File: config.mk
export PLATFORM = sky130hd
export DESIGN_NAME = if_fetch_unit
export DESIGN_NICKNAME = d
export VERILOG_FILES = /design/src/rtl/if_fetch_unit_pkg.sv /design/src/rtl/fetch_exc_check.sv /design/src/rtl/if_fetch_unit.sv
export SDC_FILE = /design/constraint.sdc
export NUM_CORES = 1
export LEC_CHECK = 0
export BUFFER_PORTS_ARGS = -buffer_cell sky130_fd_sc_hd__buf_2
export CORE_AREA = 2 2 93 95
export CTS_BUF_LIST = sky130_fd_sc_hd__clkbuf_8 sky130_fd_sc_hd__clkbuf_16
export DETAILED_ROUTE_END_ITERATION = 10
export DIE_AREA = 0 0 95 97
export PLACE_DENSITY = 0.77
export SETUP_SLACK_MARGIN = 0.5
export SYNTH_ARGS = -nofsm -noshare
export SYNTH_HDL_FRONTEND = slang
export SYNTH_HIERARCHICAL = 1
export SYNTH_SLANG_ARGS = --single-unit
File: constraint.sdc
create_clock -name clk -period 2.5 [get_ports clk]
set_input_delay 0.5 -clock clk [delete_from_list [all_inputs] [get_ports clk]]
set_output_delay 0.5 -clock clk [all_outputs]
set_load 0.01 [all_outputs]
File: src/rtl/if_fetch_unit_pkg.sv
// Shared IF-stage constants and types: reset/handler vectors, legal fetch window and
// fetch-side exception codes. CP0 and the pipeline registers use the same values.
package if_fetch_unit_pkg;

    localparam logic [31:0] PC_RESET   = 32'h0000_3000;
    localparam logic [31:0] PC_HANDLER = 32'h0000_4180;
    localparam logic [31:0] IM_BASE    = 32'h0000_3000;
    localparam logic [31:0] IM_LAST    = 32'h0000_6ffc;

    localparam logic [4:0] EXC_NONE = 5'd0;
    localparam logic [4:0] EXC_ADEL = 5'd4;

    // Source of the next PC, in decreasing priority below reset.
    typedef enum logic [2:0] {
        PcHandler,
        PcHold,
        PcEret,
        PcJump,
        PcSeq
    } pc_sel_e;

    typedef struct packed {
        logic [5:0]  op;
        logic [4:0]  rs;
        logic [4:0]  rt;
        logic [4:0]  rd;
        logic [4:0]  shamt;
        logic [5:0]  func;
    } instr_fields_t;

    function automatic logic fetch_addr_fault(logic [31:0] pc);
        return (pc[1:0] != 2'b00) || (pc < IM_BASE) || (pc > IM_LAST);
    endfunction

endpackage

File: src/rtl/fetch_exc_check.sv
// Combinational fetch-address check: flags AdEL for misaligned or out-of-window PCs.
module fetch_exc_check
    import if_fetch_unit_pkg::*;
(
    input  logic [31:0] pc_i,
    output logic        adel_o,
    output logic [4:0]  exc_code_o
);

    always_comb begin
        adel_o     = fetch_addr_fault(pc_i);
        exc_code_o = adel_o ? EXC_ADEL : EXC_NONE;
    end

endmodule

File: src/rtl/if_fetch_unit.sv
// IF-stage fetch unit: PC register, next-PC selection, instruction-memory address and
// decode of the fetched word into the IF_* bundle for the IF/ID register.
module if_fetch_unit
    import if_fetch_unit_pkg::*;
(
    input  logic        clk,
    input  logic        reset,
    input  logic        stall,
    input  logic        Req,
    input  logic        eret,
    input  logic [31:0] EPC,
    input  logic        ID_jump_en,
    input  logic [31:0] ID_jump_target,
    input  logic        ID_is_cti,
    output logic [31:0] i_inst_addr,
    input  logic [31:0] i_inst_rdata,
    output logic [31:0] IF_pc,
    output logic [5:0]  IF_op,
    output logic [5:0]  IF_func,
    output logic [4:0]  IF_rs,
    output logic [4:0]  IF_rt,
    output logic [4:0]  IF_rd,
    output logic [15:0] IF_immediate,
    output logic [25:0] IF_instrIndex,
    output logic        IF_BD,
    output logic [4:0]  IF_ExcCode
);

    logic [31:0]   pc_q, pc_d;
    pc_sel_e       pc_sel;
    logic          adel;
    logic [4:0]    exc_code;
    logic [31:0]   instr;
    instr_fields_t fields;

    // Req beats stall so the handler fetch is never blocked; stall beats redirects
    // because ID holds and re-presents them.
    always_comb begin
        pc_sel = PcSeq;
        if (Req) begin
            pc_sel = PcHandler;
        end else if (stall) begin
            pc_sel = PcHold;
        end else if (eret) begin
            pc_sel = PcEret;
        end else if (ID_jump_en) begin
            pc_sel = PcJump;
        end
    end

    always_comb begin
        pc_d = pc_q + 32'd4;
        unique case (pc_sel)
            PcHandler: pc_d = PC_HANDLER;
            PcHold:    pc_d = pc_q;
            PcEret:    pc_d = EPC;
            PcJump:    pc_d = ID_jump_target;
            PcSeq:     pc_d = pc_q + 32'd4;
            default:   pc_d = pc_q + 32'd4;
        endcase
    end

    always_ff @(posedge clk) begin
        if (reset) begin
            pc_q <= PC_RESET;
        end else begin
            pc_q <= pc_d;
        end
    end

    fetch_exc_check u_fetch_exc_check (
        .pc_i       (pc_q),
        .adel_o     (adel),
        .exc_code_o (exc_code)
    );

    // A faulting fetch is presented as a nop; the PC itself is kept for EPC/BadVAddr.
    always_comb begin
        instr  = adel ? 32'd0 : i_inst_rdata;
        fields = instr_fields_t'(instr);

        i_inst_addr   = pc_q;
        IF_pc         = pc_q;
        IF_op         = fields.op;
        IF_rs         = fields.rs;
        IF_rt         = fields.rt;
        IF_rd         = fields.rd;
        IF_func       = fields.func;
        IF_immediate  = instr[15:0];
        IF_instrIndex = instr[25:0];
        IF_BD         = ID_is_cti & ~Req;
        IF_ExcCode    = exc_code;
    end

endmodule

# Word level (Yosys, flattened, before mapping)
# Cells that the tools add are included.
# classes
n_mux,7
addsub,1
n_bitwise,2
n_eq_ne,3
n_lt_le_gt_ge,2
n_reduce_logical,4
# ops
operator,count
one-hot mux 32 bit (4 select lines),1
"adder 32 x 3 -> 32 bit, second input constant",1
"> comparator 32 x 15 -> 1 bit, second input constant",1
"< comparator 32 x 14 -> 1 bit, second input constant",1
two-way mux 32 bit,1
two-way mux 3 bit,5
"== test 3 x 2 -> 1 bit, second input constant",2
"== test 3 x 1 -> 1 bit, second input constant",1
zero test 3 bit,1
logical OR 1 bit,2
nonzero test 2 bit,1
AND 1 bit,1
inverter 1 bit,1
# word_totals
word_cells,20
out_inout_bits,139
regBits,32

# Longest topological paths before layout
# logic_depth
word_depth,6
mapped_depth,7
mapped_depth_nobuf,6

# Cells and area by module
# Netlist, hierarchy kept.
# by_module_without_submodules
module,cells_each,instances,area_per_inst_um2
if_fetch_unit,403,1,2950.3
fetch_exc_check,15,1,96.3

# Worst setup path after synthesis
# OpenSTA, ideal clock, no wires.
# synth_timing
kind,flip-flop to output port
from,register pc_q[29] (netlist: IF_pc[29])
to,output IF_immediate[1]
arrival_ns,1.659
stages_incl_launch_ff,7
slack_ns,0.341
path_buffers,2
cell_sequence,dfxtp_1 -> nor4_1 -> and3_1 -> nand4_1 -> clkbuf_1 -> nor2b_1 -> buf_4
# synth_via
elab_chain_len,4
word_cells_on_any_way,5
# synth_rtl
element,line_no,rtl
start: declaration,if_fetch_unit.sv:29,"logic [31:0] pc_q, pc_d;"
start signal: assignment,if_fetch_unit.sv:67,pc_q <= pc_d;
< comparator 32 x 14 -> 1 bit,if_fetch_unit_pkg.sv:32,return (pc[1:0] != 2'b00) || (pc < IM_BASE) || (pc > IM_LAST);
logical OR 1 bit,if_fetch_unit_pkg.sv:32,
logical OR 1 bit *,if_fetch_unit_pkg.sv:32,
net adel,if_fetch_unit.sv:31,logic adel;
two-way mux 32 bit *,if_fetch_unit.sv:79,instr = adel ? 32'd0 : i_inst_rdata;
end: declaration,if_fetch_unit.sv:23,"output logic [15:0] IF_immediate,"
# Mark *: on every way through the listed nets, which the timed path passes. The rest lies on a longest branch.

# Worst setup path after layout
# layout_timing
from,register pc_q[1] (netlist: IF_pc[1])
to,output IF_func[3]
# layout_via
elab_chain_len,4
word_cells_on_any_way,6
# layout_rtl
element,line_no,rtl
< comparator 32 x 14 -> 1 bit / nonzero test 2 bit (equally long branches),if_fetch_unit_pkg.sv:32,
logical OR 1 bit,if_fetch_unit_pkg.sv:32,
logical OR 1 bit *,if_fetch_unit_pkg.sv:32,
two-way mux 32 bit *,if_fetch_unit.sv:79,
end: declaration,if_fetch_unit.sv:19,"output logic [5:0] IF_func,"
# Every way passes the cells marked *; elsewhere a longest branch is shown, timed or not.

==> results.yml <==
status:
  outcome: "completed"
layout:
  fin_nets: 698
  antenna_cells: 0
  drive_above_1_share_pct: 55.8
  fillers: 757
  largest_register_ffs: 32
  syn_to_final_growth_pct: 56.9
  stdcell_count: 700
  final_cell_area_sq_mm: 0.00478
clocking:
  clock-sinks: 32
  h-tree-depth: 2
  numCtsBuffers: 5
  path_clk_slew_ns: 0.07
  clock_latency_ns: 0.29
  cts.path.max_buffers: 2
  cts_tree: "yes"
  cts-hold-fix-buffers: 0
  clock-root-buffer: "clkbuf_8"
hold_path:
  hold_class: "input port to register"
  hold_path_depth: 3
  hp-start: "EPC[1]"
global_route:
  grt_max_degree: 31
  grtUsageTotal_pct: 25.1
  antenna_found_initial: 0
  grt_pass1_vias: 3550
  grt_pass1_wl_mm: 18.3
  grt_overflow_total: 0
die:
  fp.coreArea_sq_mm: 0.00813
  initial_core_util_pct: 37.5
  ios: 242
  rows: 33
  die_w_um: 95
  dieArea_sq_mm: 0.00922
  die_y_um: 97
detailed_routing:
  ant_nets: 0
  wl_mm: 12.8
  wl_per_cell_um: 18.3
  drtIter0Drc: 203
  route.detailed.drc: 0
  vias: 3884
  drt_pass1_iterations: 6
  vias_per_cell: 5.55
placed_design:
  pre_cts_ws_ns: 0.351
  dpl.hpwl_mm: 9.39
  gp_congestion: 0.886
  port_buffers: 237
  dpl_cell_area_sq_mm: 0.00409
  placed_cells_incl_taps: 684
sta:
  finalHoldViolations: 0
  tns_ns: 0
  tightest_slew_ns: 0.736
  relSlewSlack_pct: 50.4
  slew_violations: 0
  fmax_ghz: 0.406
  setup_ws_ns: 0.0390
  rsz0062_at_grt: "true"
  skew_ns: 0.00732
  fin_crit_sh_pct: 98.4
  setup_viol: 0
  period_needed_ns: 2.46
setup_path:
  startpoint_type: "register"
  path_depth: 7
  crit_path_cell_trace: "nor4_4, and3_1, nand4_1, buf_4, clkbuf_16, nor2b_4, buf_2"
  critPathArrivalTime_ns: 1.96
  cp_top_family: "simple AND/OR/NAND/NOR gates"
  worst_r2r_path_depth: 7
  r2r-start: "IF_pc[14]"
  slowest_stage: "dfxtp_4"
  startpoint: "IF_pc[1]"
  cp_num_buf_inv: 3
  slowest_delay_ns: 0.35
  required_ns: 2.00
  rrSetupSlack_ns: 0.61
  crit_type: "register to output pin"
  crit_path_end: "IF_func[3]"
  r2r-end: "IF_pc[17]"
  cp_max_fo: 8
  end_kind: "output pin"
synthesis:
  avgSynthCellArea_sq_um: 7.29
  syn_inst: 418
  ys_ff_latch: 32
  ys.flop_type: "dfxtp_1"
  synth_area_sq_mm: 0.00305
  synth_edf_count: 0
  synth_top_cell_by_area: "dfxtp_1"
  yosys.area.top_type_share_pct: 21.0
  synth.top_cells.by_area: "dfxtp_1 21%, buf_4 18%, nor2b_1 7.4%"
  yosysWarningCount: 6
  synth_cell_types: 53
  synth-async-reset-ratio_pct: 0
  ys_seq_area_share_pct: 21.0
pwr:
  power_uw: 1880
  total_leakage_power_uw: 0.00234
  vdd_ir_drop_max_uv: 219
  p_per_area_mw_per_mm2: 394
flow_run:
  cap_violations: 0
-- worst min-delay path by stage --
stage	slack, ns	to
floorplan	0.52	IF_pc[1]
global placement	0.52	IF_pc[1]
detailed placement	0.54	IF_pc[1]
CTS	0.50	IF_pc[1]
global route	0.51	IF_pc[0]
finish	0.48	IF_pc[1]
-- stage by stage --
step | hold slack, ns | utilization [%]
global placement | 0.515 | 50.3
floorplan | 0.524 | -
global route | 0.512 | 58.8
detailed placement | 0.539 | 50.3
finish | 0.481 | 58.8
CTS | 0.499 | 53.6
-- tightest hold or removal path, delay by kind of cell --
kind,cells,cell delay [ns]
AOI/OAI and AO/OA,1,0.07
buffers and inverters,1,0.08
and+or+nand+nor,1,0.09
-- cells in the final DEF (no fill, tap or decap), types with 10 or more instances in the layout --
cell type | Yosys | final
buf_6 | 0 | 58
dfxtp_2 | 0 | 12
nor2_1 | 24 | 24
nand3_1 | 13 | 13
a22oi_1 | 13 | 13
nor3_1 | 10 | 10
nand2_1 | 27 | 27
dfxtp_1 | 32 | 15
buf_2 | 7 | 180
o21ai_0 | 22 | 22
nor2b_4 | 0 | 27
buf_4 | 74 | 22
a21oi_1 | 27 | 27
-- cells by family after synthesis --
| family | synth area share, % |
|---|---|
| XOR/XNOR | 1.15 |
| AND/OR/NAND/NOR | 28.8 |
| adder cells (fa/ha/maj) | 0.411 |
| other | 0.123 |
| buffers and inverters | 22.1 |
| AO/OA/AOI/OAI | 25.1 |
| flip-flops | 21.0 |
| multiplexers | 1.31 |
-- cell type report --
class / instances / area [sq um] / area share, %
Clock inverter: 2 / 7.51 / 0.157
Clock buffer: 6 / 82.6 / 1.73
Sequential cell: 32 / 674 / 14.1
Tap cell: 105 / 131 / 2.75
Inverter: 4 / 15.0 / 0.314
Timing Repair Buffer: 265 / 1840 / 38.5
Multi-Input combinational cell: 286 / 2030 / 42.5
-- cell usage after synthesis (all sizes together) (2+ instances only) --
library cell	count
nand4	10
buf	82
a222oi	4
nor4	11
clkbuf	17
a21boi	2
nand2b	3
o21ai	24
o41ai	2
a21oi	27
a22o	6
or3	2
dfxtp	32
o21a	4
nor2b	36
nor3b	3
mux2i	4
nor2	24
and4	4
xnor2	2
a31oi	9
a22oi	13
a21o	3
inv	4
a32oi	2
nand3	14
a221oi	3
nor3	10
o22ai	9
xor2	2
nand2	27
and3	8
a211oi	2
-- per-layer routing --
layer | part of all wire, % | up-vias | track usage (%)
met5 | 0 | - | 0
met3 | 8.7 | 30 | 4.98
met1 | 34 | 1824 | 26.5
li1 | - | 1802 | -
met2 | 55 | 228 | 47.9
met4 | 2.7 | 0 | 8.92
-- power by group --
part,internal (uW),leakage [uW],switching [uW]
Clock,216,0.0000538,201
Sequential,534,0.000269,47.0
Combinational,457,0.00202,428
Total,1210,0.00234,676
-- what timing repair did --
action,CTS,global route
pin swaps,3,4
setup buffers,1,4
gates cloned,2,1
hold endpoints to repair,0,0
endpoints found under the setup margin,75,76
gates resized for setup,26,68
(Power assumes the default switching activity.)
